--- config.mk ---
export PLATFORM = sky130hd
export DESIGN_NAME = message_buffer_flat
export DESIGN_NICKNAME = d
export VERILOG_FILES = /design/src/rtl/message_buffer_if.sv /design/src/rtl/message_buffer.sv /design/src/flat_wrapper.sv
export SDC_FILE = /design/constraint.sdc
export NUM_CORES = 1
export LEC_CHECK = 0
export CAP_MARGIN = 20
export CORE_MARGIN = 1.5
export CORE_UTILIZATION = 60
export DETAILED_ROUTE_END_ITERATION = 8
export PLACE_DENSITY = 0.85
export REMOVE_ABC_BUFFERS = 1
export SYNTH_ARGS = -nofsm -noshare
export SYNTH_HDL_FRONTEND = slang
export SYNTH_SLANG_ARGS = --single-unit
export TNS_END_PERCENT = 1
--- constraint.sdc ---
create_clock -name clk -period 4.83 [get_ports clk]
set_clock_uncertainty 0.15 [all_clocks]
set_input_delay 0.7245 -clock clk [delete_from_list [all_inputs] [get_ports clk]]
set_output_delay 0.7245 -clock clk [all_outputs]
set_load 0.01 [all_outputs]
--- src/rtl/message_buffer_if.sv ---
// rtl/message_buffer_if.sv - receive/printer signal bundle for message_buffer
interface message_buffer_if #(
  parameter int ADDR_W = 4
);
  logic [7:0]        rx_data;
  logic              new_rx_data;
  logic              reverse;
  logic [ADDR_W-1:0] addr;
  logic [7:0]        data;
  logic [ADDR_W-1:0] msg_len;
  logic              msg_ready;
  logic              msg_done;
  logic              overflow;

  modport master (
    output rx_data, new_rx_data, reverse, addr, msg_done,
    input  data, msg_len, msg_ready, overflow
  );

  modport slave (
    input  rx_data, new_rx_data, reverse, addr, msg_done,
    output data, msg_len, msg_ready, overflow
  );
endinterface

--- src/rtl/message_buffer.sv ---
// rtl/message_buffer.sv - DEPTH-slot receive message store with forward/reverse printer readout
module message_buffer #(
  parameter int         DEPTH     = 8,
  parameter int         ADDR_W    = 4,
  parameter int         BIN_MODE  = 1,
  parameter logic [7:0] TERM_CHAR = 8'h0D
) (
  input logic              clk,
  input logic              rst,
  message_buffer_if.slave  bus
);

  typedef enum logic [1:0] {
    S_EMPTY = 2'd0,
    S_FILL  = 2'd1,
    S_READY = 2'd2
  } state_t;

  localparam logic [ADDR_W-1:0] DEPTH_L = ADDR_W'(DEPTH);
  localparam int                SLOTS   = 2 ** ADDR_W;

  state_t            state_q, state_d;
  logic [ADDR_W-1:0] len_q, len_d;
  logic              overflow_q, overflow_d;
  logic              reverse_q;
  logic              store_en;
  logic [7:0]        store_char;
  logic [7:0]        data_q, rd_char;
  logic [ADDR_W-1:0] rd_idx;

  // Sized to the full address space so len/addr index it without width games;
  // slots at or above DEPTH are never written and stay constant zero.
  logic [7:0]        slot_q [SLOTS];

  assign store_char = (BIN_MODE != 0) ? (bus.rx_data[0] ? 8'h31 : 8'h30) : bus.rx_data;

  always_comb begin
    state_d    = state_q;
    len_d      = len_q;
    overflow_d = overflow_q;
    store_en   = 1'b0;
    case (state_q)
      S_EMPTY, S_FILL: begin
        if (bus.new_rx_data) begin
          if (bus.rx_data == TERM_CHAR) begin
            if (len_q != '0) state_d = S_READY;
          end else begin
            store_en = 1'b1;
            len_d    = len_q + ADDR_W'(1);
            state_d  = (len_d == DEPTH_L) ? S_READY : S_FILL;
          end
        end
      end
      S_READY: begin
        if (bus.new_rx_data) overflow_d = 1'b1;
        if (bus.msg_done) begin
          state_d = S_EMPTY;
          len_d   = '0;
        end
      end
      default: begin
        state_d = S_EMPTY;
        len_d   = '0;
      end
    endcase
  end

  always_ff @(posedge clk) begin
    if (rst) begin
      state_q    <= S_EMPTY;
      len_q      <= '0;
      overflow_q <= 1'b0;
      reverse_q  <= 1'b0;
      for (int i = 0; i < SLOTS; i++) slot_q[i] <= 8'h00;
    end else begin
      state_q    <= state_d;
      len_q      <= len_d;
      overflow_q <= overflow_d;
      // Order is frozen at whatever reverse showed on the completing edge.
      if (state_q != S_READY) reverse_q <= bus.reverse;
      if (store_en) slot_q[len_q] <= store_char;
    end
  end

  // Index subtraction only matters when addr < len, so it cannot underflow there.
  always_comb begin
    rd_idx  = reverse_q ? (len_q - ADDR_W'(1) - bus.addr) : bus.addr;
    rd_char = 8'h20;
    if (bus.addr < len_q)                     rd_char = slot_q[rd_idx];
    else if (bus.addr == len_q)               rd_char = 8'h0A;
    else if (bus.addr == len_q + ADDR_W'(1))  rd_char = 8'h0D;
  end

  always_ff @(posedge clk) begin
    if (rst) data_q <= 8'h00;
    else     data_q <= rd_char;
  end

  assign bus.data      = data_q;
  assign bus.msg_len   = len_q;
  assign bus.msg_ready = (state_q == S_READY);
  assign bus.overflow  = overflow_q;

endmodule
--- src/flat_wrapper.sv ---
// flat-port wrapper written by rule: the top's interface ports become plain ports
module message_buffer_flat 
#(
  parameter int         DEPTH     = 8,
  parameter int         ADDR_W    = 4,
  parameter int         BIN_MODE  = 1,
  parameter logic [7:0] TERM_CHAR = 8'h0D
)
  (clk, rst, bus_rx_data, bus_new_rx_data, bus_reverse, bus_addr, bus_msg_done, bus_data, bus_msg_len, bus_msg_ready, bus_overflow);
  message_buffer_if #(.ADDR_W(ADDR_W)) bus_i ();
  input logic clk;
  input logic rst;
  input wire logic [$bits(bus_i.rx_data)-1:0] bus_rx_data;
  input wire logic [$bits(bus_i.new_rx_data)-1:0] bus_new_rx_data;
  input wire logic [$bits(bus_i.reverse)-1:0] bus_reverse;
  input wire logic [$bits(bus_i.addr)-1:0] bus_addr;
  input wire logic [$bits(bus_i.msg_done)-1:0] bus_msg_done;
  output wire logic [$bits(bus_i.data)-1:0] bus_data;
  output wire logic [$bits(bus_i.msg_len)-1:0] bus_msg_len;
  output wire logic [$bits(bus_i.msg_ready)-1:0] bus_msg_ready;
  output wire logic [$bits(bus_i.overflow)-1:0] bus_overflow;
  assign bus_i.rx_data = bus_rx_data;
  assign bus_i.new_rx_data = bus_new_rx_data;
  assign bus_i.reverse = bus_reverse;
  assign bus_i.addr = bus_addr;
  assign bus_i.msg_done = bus_msg_done;
  assign bus_data = bus_i.data;
  assign bus_msg_len = bus_i.msg_len;
  assign bus_msg_ready = bus_i.msg_ready;
  assign bus_overflow = bus_i.overflow;
  message_buffer #(.DEPTH(DEPTH), .ADDR_W(ADDR_W), .BIN_MODE(BIN_MODE), .TERM_CHAR(TERM_CHAR)) u_core (.clk(clk), .rst(rst), .bus(bus_i));
endmodule
### Word level (Yosys, flattened, before mapping)

Memories as Yosys holds them, arrays and structs flattened.
Cells that the tools add are included.

* eq/ne operators: 11
* reduce and logical (&&, ||, !) cells: 7
* multiplexer cells: 26
* add/subtract/negate cells: 3
* magnitude comparators: 1

Operators by type and width (count)
* 2-to-1 mux 4 bit: 5
* 2-to-1 mux 8 bit: 2
* 2-to-1 mux 1 bit: 10
* 2-to-1 mux 2 bit: 5
* equality test 4 bit: 2
* equality test 8 x 4 -> 1 bit (second input constant): 1
* inequality test 2 bit (second input constant): 4
* case mux 4 bit (2 select lines): 1
* 2-to-1 mux 6 bit: 1
* AND reduction 3 bit: 2
* adder 4 x 1 -> 4 bit (second input constant): 1
* equality test 4 bit (second input constant): 1
* less-than comparator 4 bit: 1
* case mux 2 bit (2 select lines): 1
* nonzero test 4 bit: 1
* subtractor 4 x 1 -> 4 bit (second input constant): 1
* subtractor 4 bit: 1
* 2-to-1 mux 3 bit: 1
* inequality test 3 bit (second input constant): 1
* OR reduction 3 bit: 1
* equality test 2 x 1 -> 1 bit (second input constant): 1
* equality test 2 bit (second input constant): 1
* zero test 2 bit: 1
* AND reduction 2 bit: 1
* OR reduction 2 bit: 1

* output and inout bits: 14
* bits in registers: 16
* bits of input ports: 17
* bits in writable memories: 48
* logic and storage cells: 54
* memories: 1

Memory list
* u_core.slot_q: words 16, width 3, rd ports 1, clocked after Yosys merged registers in 0, write ports 16, line message_buffer.sv:33 `logic [7:0] slot_q [SLOTS];`

### Logic depth before layout (Yosys ltp)

* word-level depth: 9
* depth in mapped cells: 12
* gate-level depth less buffers: 10

### Worst setup path before layout

Ideal clock, no wire load.

* path type: input to register
* from: in bus_addr[0]
* to: reg u_core.data_q[0] (netlist: u_core.bus.data[0])
* path buffers: 1
* stages: 11
* path slack: 1.969 ns
* required time: 4.617 ns
* setup time: 0.063 ns
* data arrival time: 2.648 ns
* cells stage by stage: inv_1 -> ha_1 -> inv_1 -> fa_1 -> nor2b_2 -> or2_1 -> buf_6 -> mux2i_1 -> a22o_1 -> or3_1 -> nand3b_1

* word-level cells in the longest chain between the ends: 4
* elaborated cells between the ends (all ways): 9
* those cells by class: 1 x add/sub; 1 x order compare; 2 x eq/ne; 4 x mux; 1 x memory

Ends and longest elaborated chain
* from (decl): line flat_wrapper.sv:16 `input wire logic [$bits(bus_i.addr)-1:0] bus_addr;`
* subtractor 4 bit / equality test 4 bit (equally long branches): line message_buffer.sv:87, message_buffer.sv:91
* 2-to-1 mux 4 bit / 2-to-1 mux 6 bit (equally long branches): line message_buffer.sv:87, message_buffer.sv:91
* memory read (16 x 3 bit) / 2-to-1 mux 8 bit (equally long branches)
* 2-to-1 mux 8 bit *: line message_buffer.sv:89 `if (bus.addr < len_q) rd_char = slot_q[rd_idx];`
* to (signal assigned): line message_buffer.sv:96 `else data_q <= rd_char;`
* to (decl): line message_buffer.sv:28 `logic [7:0] data_q, rd_char;`

Every way passes the cells marked *; elsewhere a longest branch is shown, timed or not.
A chain may end at the register's enable or synchronous reset.

### Final worst setup path

Same ends and word-level chain as after synthesis.

==> results.md <==
- Total number of vias: roughly 2,000
- Port bufs: 28
- Core Region: 4029 um2
- Worst path max stage delay: 0.58 ns
- Clk sinks: 46
- Die area: ~4600 um2
- Outcome: finished clean
- Post_cts resized: 0
- Critical path's slowest cell: or2_1
- Grt ovf: 0
- WP data required: 4.92 ns
- Fraction of registers with async set/reset: 0%
- Top-area cell type share of the netlist area: 23.80%
- Crit path top cell by count: inv_1
- Synth cell count leaders: nor2_1 (31), dfxtp_1 (30), inv_1 (27)
- N_diodes: 0
- Die Wd: 67.86 um
- CTS tree: built
- Top-Level Pins: 31
- Worst Setup Start Kind: primary input
- Max clock buf depth: 2
- Netlist cell types: 45
- First-pass GRT wire length: about 8300 um
- Cell Area, Synth: 2524 um2
- Worst skew pair latency: around 0.3 ns
- Global-route usage over all layers: 24.93%
- EDFF count, synth: 16
- Critical path cell sequence: clkdlybuf4s50_1 -> inv_1 -> ha_1 -> inv_1 -> fa_1 -> nor2b_2 -> or2_1 -> mux2i_1 -> a22o_1 -> or3_1 -> nand3b_1
- Initial antenna violation count: 0
- Rel. slew slack: approximately half
- Net count, final: 327
- DR iter-0 viols: 93
- CP Data Arrival Time: approximately 3.7 ns
- Core Util, Final: 71.27%
- Post-synth top area cell: dfxtp_1
- H-tree depth: 2
- Row count: 23
- Initial Utilization: 62.64%
- Synthesized flop and latch total: 46
- Root Buffer: clkbuf_8
- CTS Buf Count: 5
- Routed Antenna Nets: 0
- Final worst-path cycle share: between 70% and 80%
- DP HPWL: around 3800 um
- Maximum vdd drop: between 0.15 and 0.2 mV
- Count leader, synth: nor2_1
- Area grow syn2layout: 13.78%
- RSZ-0062 raised after global routing: false
- Tmin final: 3.592 ns
- Pwr per Cell Area: 271.7 nW/um2
- DRC: 0
- Layout Cells excl Fill: 349
- R2R cell count: 9
- Final Hold Viols: 0
- Cell count after synthesis: 281
- Hold_buf cts: 0
- RD Place Congestion: between 0.8 and 0.9
- Total Wirelength: between 5000 and 6000 um
- Setup Total Neg Slack: 0 ns
- Top cells by area, synth: dfxtp_1 (24%), edfxtp_1 (19%), ha_1 (5.5%)
- Synthesis warning total: 0
- Reg2reg end: u_core.bus.data[0]
- Hold path cells: 2
- CP top delay family: simple AND/OR/NAND/NOR gates
- Die height: ~68 um
- Hold Crit Class: reg2reg
- Worst Tran Pin Value: 0.7315 ns
- Post-DR vias/cell: 5.842
- Worst path depth: 11
- Syn_area_per_cell: 8.981 um2
- Fin. max-slew vios: 0
- CP Class: in2reg
- Postcts setup bufs: 0
- Vias in the first global route: 1,784
- Placed cells: ~340
- Clock-pin slew on the worst setup and hold paths: 0.08 ns
- Post-DR wirelength/cell: roughly 15 um
- Sequential share of the synthesized area: 42.84%
- Fmax: 278.4 MHz
- Prevailing post-synth register cell: dfxtp_1
- Pin count of the biggest net entering global routing: 45
- Min-delay src: u_core.slot_q[14][1]
- Leakage: 1.023 nW
- Crit path from: bus_addr[0]
- CP max FO: 16
- Max-Cap Viols: 0
- Reg2reg setup slack: between 1.5 and 2 ns
- Share of layout cells above drive strength 1: 4.682%
- Finish-stage setup viols: 0
- CP bufs+invs: 3
- Nature of the critical path endpoint: flop
- Drt first pass iters: 4
- Worst reg2reg startpoint: u_core.bus.msg_len[0]
- Hold Path Sink: u_core.slot_q[14][1]
-- metal layers --
metal	vias to the layer above	GRT usage, %	part of all wire, %
li1	1018	-	-
met1	947	32.67	46
met2	66	39.46	47
met3	8	5.757	5.8
met4	0	11.00	1.5
met5	-	0	0
-- cell usage in the layout (no fill, tap or decap), types with 2 or more instances in the layout --
cell,netlist,final
edfxtp_1,16,16
a22oi_1,2,2
ha_1,11,11
inv_1,27,27
nor2_1,31,31
o21ai_0,11,11
nand3b_1,3,3
clkdlybuf4s50_1,0,28
o211ai_1,8,8
a21o_1,2,2
xnor2_1,5,5
nand2b_1,4,4
nand2_1,14,14
dfxtp_1,30,30
o32ai_1,2,2
o21bai_1,16,16
nor2b_2,2,2
a22o_1,2,2
conb_1,1,2
nor2b_1,4,4
a21oi_1,10,10
xor2_1,2,2
clkbuf_8,0,6
nor3b_1,2,2
nand3_1,6,6
nand4_1,5,5
o22ai_1,20,20
mux2i_1,10,10
-- per-stage QoR --
stage / hold WS [ns] / total power [mW] / setup slack, ns / instance area [um2]
2_1_floorplan: 0.2863 / 0.5004 / 1.704 / 2429
3_3_place_gp: 0.2986 / 0.5451 / 1.048 / 2779
3_5_place_dp: 0.3054 / 0.5482 / 0.9631 / 2779
4_1_cts: 0.3171 / 0.7830 / 1.261 / 2872
5_1_grt: 0.3406 / 0.8099 / 1.060 / 2872
6_report: 0.3165 / 0.7802 / 1.238 / 2872
-- area by class of cell --
class | count | area (um2)
clock buffers | 7 | 87.58
clock inverters | 1 | 5.005
fillers | 317 | 1157
inverters | 27 | 101.3
multi-input cells | 189 | 1246
flip-flops and latches | 46 | 1081
well taps | 50 | 62.56
repair buffers | 29 | 287.8
-- how the worst max path moves through the flow --
| stage | to | slack (ns) |
|---|---|---|
| 6_report | u_core.bus.data[0] | 1.24 |
| 5_1_grt | u_core.bus.data[0] | 1.06 |
| 4_1_cts | u_core.bus.data[0] | 1.26 |
| 3_5_place_dp | u_core.bus.data[0] | 0.96 |
| 3_3_place_gp | u_core.bus.data[0] | 1.05 |
| 2_1_floorplan | u_core.bus.data[0] | 1.70 |
-- sequential cells by signal (all words and copies together), names as in the netlist --
| signal | cells |
|---|---|
| u_core.bus.data | 6 |
| u_core.bus.msg_len | 4 |
| u_core.reverse_q | 1 |
| u_core.bus.overflow | 1 |
| u_core.state_q | 2 |
| u_core.slot_q | 32 |
-- power by group --
part           switching, mW  leakage (nW)  internal [mW]
clock network          0.123        0.0512          0.117
logic                 0.0632         0.563         0.0557
registers            0.00914         0.409          0.412
total                  0.195          1.02          0.585
-- cell families (layout without fill, tap and decap cells) --
kind of cell | count (synthesis) | in the layout | share of synthesized area, %
AO/OA/AOI/OAI | 80 | 80 | 21.12
AND/OR/NAND/NOR | 78 | 78 | 15.32
buffers and inverters | 47 | 64 | 7.932
flip-flops | 46 | 46 | 42.84
adder cells (fa/ha/maj) | 12 | 12 | 6.247
multiplexers | 10 | 10 | 3.966
XOR/XNOR | 7 | 7 | 2.429
other | 1 | 2 | 0.1486
-- tightest hold or removal path, stage by stage, from the launching register on --
cell	delay [ns]
dfxtp_1	0.31
inv_1	0.05
o22ai_1	0.06
Power figures use the tool's default switching activity.
